### config.mk
export PLATFORM = sky130hd
export DESIGN_NAME = sid_bus_master
export DESIGN_NICKNAME = d
export VERILOG_FILES = /design/src/rtl/sid_bus_master.sv
export SDC_FILE = /design/constraint.sdc
export NUM_CORES = 1
export LEC_CHECK = 0
export CAP_MARGIN = 20
export CORE_UTILIZATION = 40
export DETAILED_ROUTE_END_ITERATION = 16
export GPL_TIMING_DRIVEN = 1
export SYNTH_ARGS = -nofsm -noshare
export SYNTH_HDL_FRONTEND = slang
export SYNTH_SLANG_ARGS = --single-unit
### constraint.sdc
create_clock -name CLK -period 9.4 [get_ports CLK]
set_input_delay 0.94 -clock CLK [delete_from_list [all_inputs] [get_ports CLK]]
set_output_delay 0.94 -clock CLK [all_outputs]
set_load 0.01 [all_outputs]
### src/rtl/sid_bus_master.sv
// sid_bus_master
// Bus initiator for the SID register interface. Commands (write, read, delay)
// are queued in a FIFO and executed one at a time, with every bus operation and
// every delay tick paced to the 1 MHz CLKen strobe.
//
// Ports:
//   CLK, RSTn            master clock, asynchronous active-low reset
//   CLKen                1 MHz enable strobe, one CLK cycle wide
//   CMD_VALID/READY      command handshake; CMD_OP 0=write 1=read 2=delay 3=no-op
//   CMD_ADDR, CMD_DATA   register address; write data [7:0] or delay tick count
//   RSP_VALID/READY      read response handshake; RSP_ADDR/RSP_DATA hold the result
//   WR, ADDR, DATAW      SID bus outputs; DATAR is the SID read data
//   FLUSH                synchronous abort: clears the queue and any pending work
//   BUSY, LEVEL          activity flag and FIFO occupancy
module sid_bus_master #(
    parameter int unsigned FIFO_DEPTH = 16,
    parameter int unsigned LVL_W      = $clog2(FIFO_DEPTH + 1)
) (
    input  logic             CLK,
    input  logic             RSTn,
    input  logic             CLKen,
    input  logic             CMD_VALID,
    output logic             CMD_READY,
    input  logic [1:0]       CMD_OP,
    input  logic [4:0]       CMD_ADDR,
    input  logic [15:0]      CMD_DATA,
    output logic             RSP_VALID,
    input  logic             RSP_READY,
    output logic [4:0]       RSP_ADDR,
    output logic [7:0]       RSP_DATA,
    output logic             WR,
    output logic [4:0]       ADDR,
    output logic [7:0]       DATAW,
    input  logic [7:0]       DATAR,
    input  logic             FLUSH,
    output logic             BUSY,
    output logic [LVL_W-1:0] LEVEL
);

    localparam int unsigned PtrW = (FIFO_DEPTH > 1) ? $clog2(FIFO_DEPTH) : 1;

    localparam logic [1:0] OpWrite = 2'd0;
    localparam logic [1:0] OpRead  = 2'd1;
    localparam logic [1:0] OpDelay = 2'd2;

    typedef enum logic [1:0] {StIdle, StIssue, StDelay, StResp} state_e;

    // FIFO entry layout: {op[1:0], addr[4:0], data[15:0]}
    logic [22:0]      mem_q [FIFO_DEPTH];
    logic [PtrW-1:0]  wr_ptr_q, wr_ptr_d;
    logic [PtrW-1:0]  rd_ptr_q, rd_ptr_d;
    logic [LVL_W-1:0] count_q, count_d;

    state_e      state_q, state_d;
    logic [15:0] cnt_q, cnt_d;
    logic        is_read_q, is_read_d;
    logic [4:0]  addr_q, addr_d;
    logic [7:0]  dataw_q, dataw_d;
    logic        wr_q, wr_d;
    logic        rsp_valid_q, rsp_valid_d;
    logic [4:0]  rsp_addr_q, rsp_addr_d;
    logic [7:0]  rsp_data_q, rsp_data_d;

    logic        full, empty, cmd_ready, push, pop;
    logic [22:0] head;
    logic [1:0]  head_op;
    logic [4:0]  head_addr;
    logic [15:0] head_data;

    assign full      = (count_q == LVL_W'(FIFO_DEPTH));
    assign empty     = (count_q == '0);
    assign cmd_ready = !full && !FLUSH;
    assign push      = CMD_VALID && cmd_ready;
    assign head      = mem_q[rd_ptr_q];
    assign head_op   = head[22:21];
    assign head_addr = head[20:16];
    assign head_data = head[15:0];

    // Storage needs no reset: only entries between the pointers are ever read.
    always_ff @(posedge CLK) begin
        if (push) begin
            mem_q[wr_ptr_q] <= {CMD_OP, CMD_ADDR, CMD_DATA};
        end
    end

    always_comb begin
        state_d     = state_q;
        cnt_d       = cnt_q;
        is_read_d   = is_read_q;
        addr_d      = addr_q;
        dataw_d     = dataw_q;
        wr_d        = 1'b0;
        rsp_valid_d = rsp_valid_q;
        rsp_addr_d  = rsp_addr_q;
        rsp_data_d  = rsp_data_q;
        pop         = 1'b0;

        if (FLUSH) begin
            // ADDR/DATAW deliberately keep their last values.
            state_d     = StIdle;
            cnt_d       = '0;
            rsp_valid_d = 1'b0;
        end else begin
            unique case (state_q)
                StIdle: begin
                    if (!empty) begin
                        pop = 1'b1;
                        case (head_op)
                            OpWrite: begin
                                addr_d    = head_addr;
                                dataw_d   = head_data[7:0];
                                is_read_d = 1'b0;
                                state_d   = StIssue;
                            end
                            OpRead: begin
                                addr_d    = head_addr;
                                is_read_d = 1'b1;
                                state_d   = StIssue;
                            end
                            OpDelay: begin
                                // A zero-length delay is consumed like a no-op.
                                if (head_data != 16'd0) begin
                                    cnt_d   = head_data;
                                    state_d = StDelay;
                                end
                            end
                            default: ;
                        endcase
                    end
                end
                StIssue: begin
                    if (CLKen) begin
                        if (is_read_q) begin
                            rsp_data_d  = DATAR;
                            rsp_addr_d  = addr_q;
                            rsp_valid_d = 1'b1;
                            state_d     = StResp;
                        end else begin
                            wr_d    = 1'b1;
                            state_d = StIdle;
                        end
                    end
                end
                StDelay: begin
                    if (CLKen) begin
                        cnt_d = cnt_q - 16'd1;
                        if (cnt_q == 16'd1) begin
                            state_d = StIdle;
                        end
                    end
                end
                StResp: begin
                    if (RSP_READY) begin
                        rsp_valid_d = 1'b0;
                        state_d     = StIdle;
                    end
                end
                default: state_d = StIdle;
            endcase
        end
    end

    always_comb begin
        wr_ptr_d = wr_ptr_q;
        rd_ptr_d = rd_ptr_q;
        count_d  = count_q;
        if (FLUSH) begin
            wr_ptr_d = '0;
            rd_ptr_d = '0;
            count_d  = '0;
        end else begin
            if (push) wr_ptr_d = wr_ptr_q + PtrW'(1);
            if (pop)  rd_ptr_d = rd_ptr_q + PtrW'(1);
            case ({push, pop})
                2'b10:   count_d = count_q + LVL_W'(1);
                2'b01:   count_d = count_q - LVL_W'(1);
                default: ;
            endcase
        end
    end

    always_ff @(posedge CLK or negedge RSTn) begin
        if (!RSTn) begin
            state_q     <= StIdle;
            cnt_q       <= '0;
            is_read_q   <= 1'b0;
            addr_q      <= '0;
            dataw_q     <= '0;
            wr_q        <= 1'b0;
            rsp_valid_q <= 1'b0;
            rsp_addr_q  <= '0;
            rsp_data_q  <= '0;
            wr_ptr_q    <= '0;
            rd_ptr_q    <= '0;
            count_q     <= '0;
        end else begin
            state_q     <= state_d;
            cnt_q       <= cnt_d;
            is_read_q   <= is_read_d;
            addr_q      <= addr_d;
            dataw_q     <= dataw_d;
            wr_q        <= wr_d;
            rsp_valid_q <= rsp_valid_d;
            rsp_addr_q  <= rsp_addr_d;
            rsp_data_q  <= rsp_data_d;
            wr_ptr_q    <= wr_ptr_d;
            rd_ptr_q    <= rd_ptr_d;
            count_q     <= count_d;
        end
    end

    assign CMD_READY = cmd_ready;
    assign WR        = wr_q;
    assign ADDR      = addr_q;
    assign DATAW     = dataw_q;
    assign RSP_VALID = rsp_valid_q;
    assign RSP_ADDR  = rsp_addr_q;
    assign RSP_DATA  = rsp_data_q;
    assign BUSY      = (state_q != StIdle) || !empty;
    assign LEVEL     = count_q;

endmodule

==> results.py <==
metrics = {
    "status": {
        "status": "complete, no violations",
    },
    "floorplan": {
        "start_util_pct": 40.9,
        "die_area_um2": 44100,
        "core_area_um2": 42300,
        "io-pin-count": 72,
        "rows": 75,
        "dieHeight_um": 210,
        "die_w_um": 210,
    },
    "sta": {
        "rsz0062_at_grt": "no",
        "fin_tns_setup_ps": 0,
        "period_minus_slack_ps": 4310,
        "finalHoldViolations": 0,
        "slew_headroom_pct": 27.4,
        "fmax_mhz": 232,
        "fin_skew_ps": 17.1,
        "fin_crit_sh_pct": 45.8,
        "setup_viol": 0,
        "slew_viol_final": 0,
        "worst_pin_slew_ps": 1090,
    },
    "logic_synthesis": {
        "syn_area_um2": 17300,
        "yosys_most_used_dff": "edfxtp_1",
        "synth.top_cells.by_count": "edfxtp_1, mux4_2, nand2_1, dfrtp_1, nor2_1",
        "yosysTopAreaCellShare_pct": 63.8,
        "ys_ff_latch": 428,
        "synth_edf_count": 368,
        "synthCells": 972,
        "yosysSeqAreaShare_pct": 72.5,
        "syn_nets": 1018,
        "ys.warnings.count": 0,
        "syn_avg_cell_area_um2": 17.8,
        "synth_area_leaders": "edfxtp_1, mux4_2, dfrtp_1, mux2i_1, nand2_1",
        "ys_async_sr_fraction_pct": 14.0,
        "synth_most_common_cell": "edfxtp_1",
        "yosys.area.top_type": "edfxtp_1",
        "ys_types": 64,
    },
    "worst_setup_path": {
        "startpoint": "rd_ptr_q[0]",
        "cp.arrival_ps": 4720,
        "timing.rr.start": "rd_ptr_q[0]",
        "start_kind": "register",
        "r2r_end": "cnt_q[2]",
        "ff2ff_path_depth": 8,
        "required_ps": 9820,
        "path_class": "register to register",
        "critPathMaxFanout": 41,
        "setup.worst_path.end": "cnt_q[2]",
        "end_kind": "register",
        "r2r_setup_slack_ps": 5090,
    },
    "pwr": {
        "p_seq_share_pct": 43.2,
        "power_density_nw_per_um2": 269,
        "net-switching-power_mw": 1.60,
        "p_comb_share_pct": 26.2,
        "pwr-share-clk_pct": 30.6,
        "cellInternalPower_mw": 3.81,
        "max-vdd-ir-drop_mv": 0.141,
        "p_sw_share_pct": 29.6,
        "leakagePower_nw": 6.58,
    },
    "layout": {
        "utilization_pct": 47.5,
        "areaGrowthSynthToFinish_pct": 16.1,
        "num-fill-cells": 3545,
        "layout-drive-gt1-share_pct": 18.4,
        "fin_cells": 1666,
        "final_nets": 1104,
    },
    "min_path": {
        "hold_start": "RSP_DATA[1]",
        "hold_class": "register to register",
    },
    "routing": {
        "wire_per_inst_um": 24.0,
        "num_vias": 9153,
        "postRouteWirelength_um": 40000,
        "antenna_left": 0,
        "drc": 0,
        "drt-pass1-iter-count": 5,
        "drtIter0Drc": 1018,
        "routed_via_density": 5.49,
    },
    "placed_design": {
        "gp_congestion": 0.830,
        "dp.cells": 1588,
        "io_buffers": 71,
        "dp_hpwl_um": 21700,
    },
    "global_route": {
        "grt_pass1_wl_um": 60200,
        "antenna_found_initial": 2,
        "grtUsageTotal_pct": 18.5,
        "grt_pass1_vias": 9227,
        "grt.overflow.total": 0,
        "grt_max_degree": 61,
    },
    "cts": {
        "clock_path_buffers": 3,
        "holdBufCountCts": 0,
        "cts_sinks": 428,
        "cts-resized-gates": 0,
        "cts.htree.levels": 2,
        "cts_root_buffer": "clkbuf_16",
        "cts_tree": "built",
        "insertion_delay_ps": 560,
        "path_clk_slew_ps": 60,
        "cts_buffers": 43,
        "post-cts-setup-buffers": 0,
    },
    "job": {
        "maxCapViolCount": 0,
    },
}
-- worst min-delay path by stage --
| stage | slack [ps] | depth (start not counted) | to |
|---|---|---|---|
| 5_1_grt | 500 | 2 | RSP_DATA[5] |
| 2_1_floorplan | 470 | 1 | WR |
| 4_1_cts | 480 | 2 | RSP_DATA[1] |
| 3_5_place_dp | 470 | 2 | RSP_DATA[1] |
| 3_3_place_gp | 460 | 2 | RSP_DATA[1] |
| 6_report | 470 | 2 | RSP_DATA[1] |
-- power groups by stage --
stage	logic, mW	clock network, mW	registers (mW)
after floorplan	1.00	0	2.33
after global routing	1.54	1.76	2.36
after detailed placement	1.42	0	2.38
after CTS	1.42	1.69	2.34
final	1.41	1.66	2.34
after global placement	1.41	0	2.38
-- through the flow --
step	instance area, um2	hold WS, ps	power [mW]	setup slack, ps
finish	20100	473	5.41	5090
global placement	18700	461	3.78	5050
detailed placement	18700	466	3.79	5040
global route	20100	498	5.66	4700
floorplan	17300	470	3.34	4910
CTS	20100	481	5.45	5020
-- routing by layer --
| layer | wire length [um] | GRT usage (%) | up-vias |
|---|---|---|---|
| li1 | - | - | 4080 |
| met1 | 18500 | 26.9 | 4789 |
| met2 | 18800 | 29.1 | 233 |
| met3 | 1940 | 2.98 | 51 |
| met4 | 771 | 4.86 | 0 |
| met5 | 0 | 0 | - |
-- kinds of logic (layout without fill, tap and decap cells) --
family / after synthesis / count (layout) / share of synthesized area (%)
AO/OA/AOI/OAI: 130 / 130 / 5.19
adder cells (fa/ha/maj): 9 / 9 / 0.650
other: 0 / 1 / 0
multiplexers: 134 / 134 / 14.0
XOR/XNOR: 10 / 10 / 0.506
buffers and inverters: 80 / 196 / 2.14
flip-flops: 428 / 428 / 72.5
AND/OR/NAND/NOR: 181 / 181 / 5.04
-- critical path, cell delays in order, from the launching register on --
cell       delay [ps]
dfrtp_4           920
buf_4             770
mux4_2            600
mux4_2            570
nand2b_4          210
o21ai_2           570
o21ai_0           200
a2bb2oi_1         190
o22ai_1           100
-- state kept, by name (all words and copies together) (netlist names), 2 cells and up --
register / cells
wr_ptr_q: 4
state_q: 2
cnt_q: 16
LEVEL: 5
RSP_DATA: 8
ADDR: 5
mem_q: 368
DATAW: 8
RSP_ADDR: 5
rd_ptr_q: 4
-- placed cells by master (no fill, tap or decap), drive strengths merged, types with 19 or more instances in the layout --
cell and instances:
clkbuf 48, nor2 42, clkinv 19, nand2 74, dfrtp 60, a21oi 21
buf 23, o21ai 23, inv 29, mux2i 40, clkdlybuf4s50 70, mux4 86
edfxtp 368
-- cell type report --
type,instances,area (um2),share of cell area (%)
Sequential cell,428,12600,62.5
Multi-Input combinational cell,464,4480,22.3
Clock buffer,48,1090,5.44
Timing Repair Buffer,93,896,4.46
Tap cell,577,722,3.59
Clock inverter,27,253,1.26
Inverter,28,105,0.523
Antenna cell,1,2.50,0.0124
No activity file was read; power rests on OpenSTA's default activity.
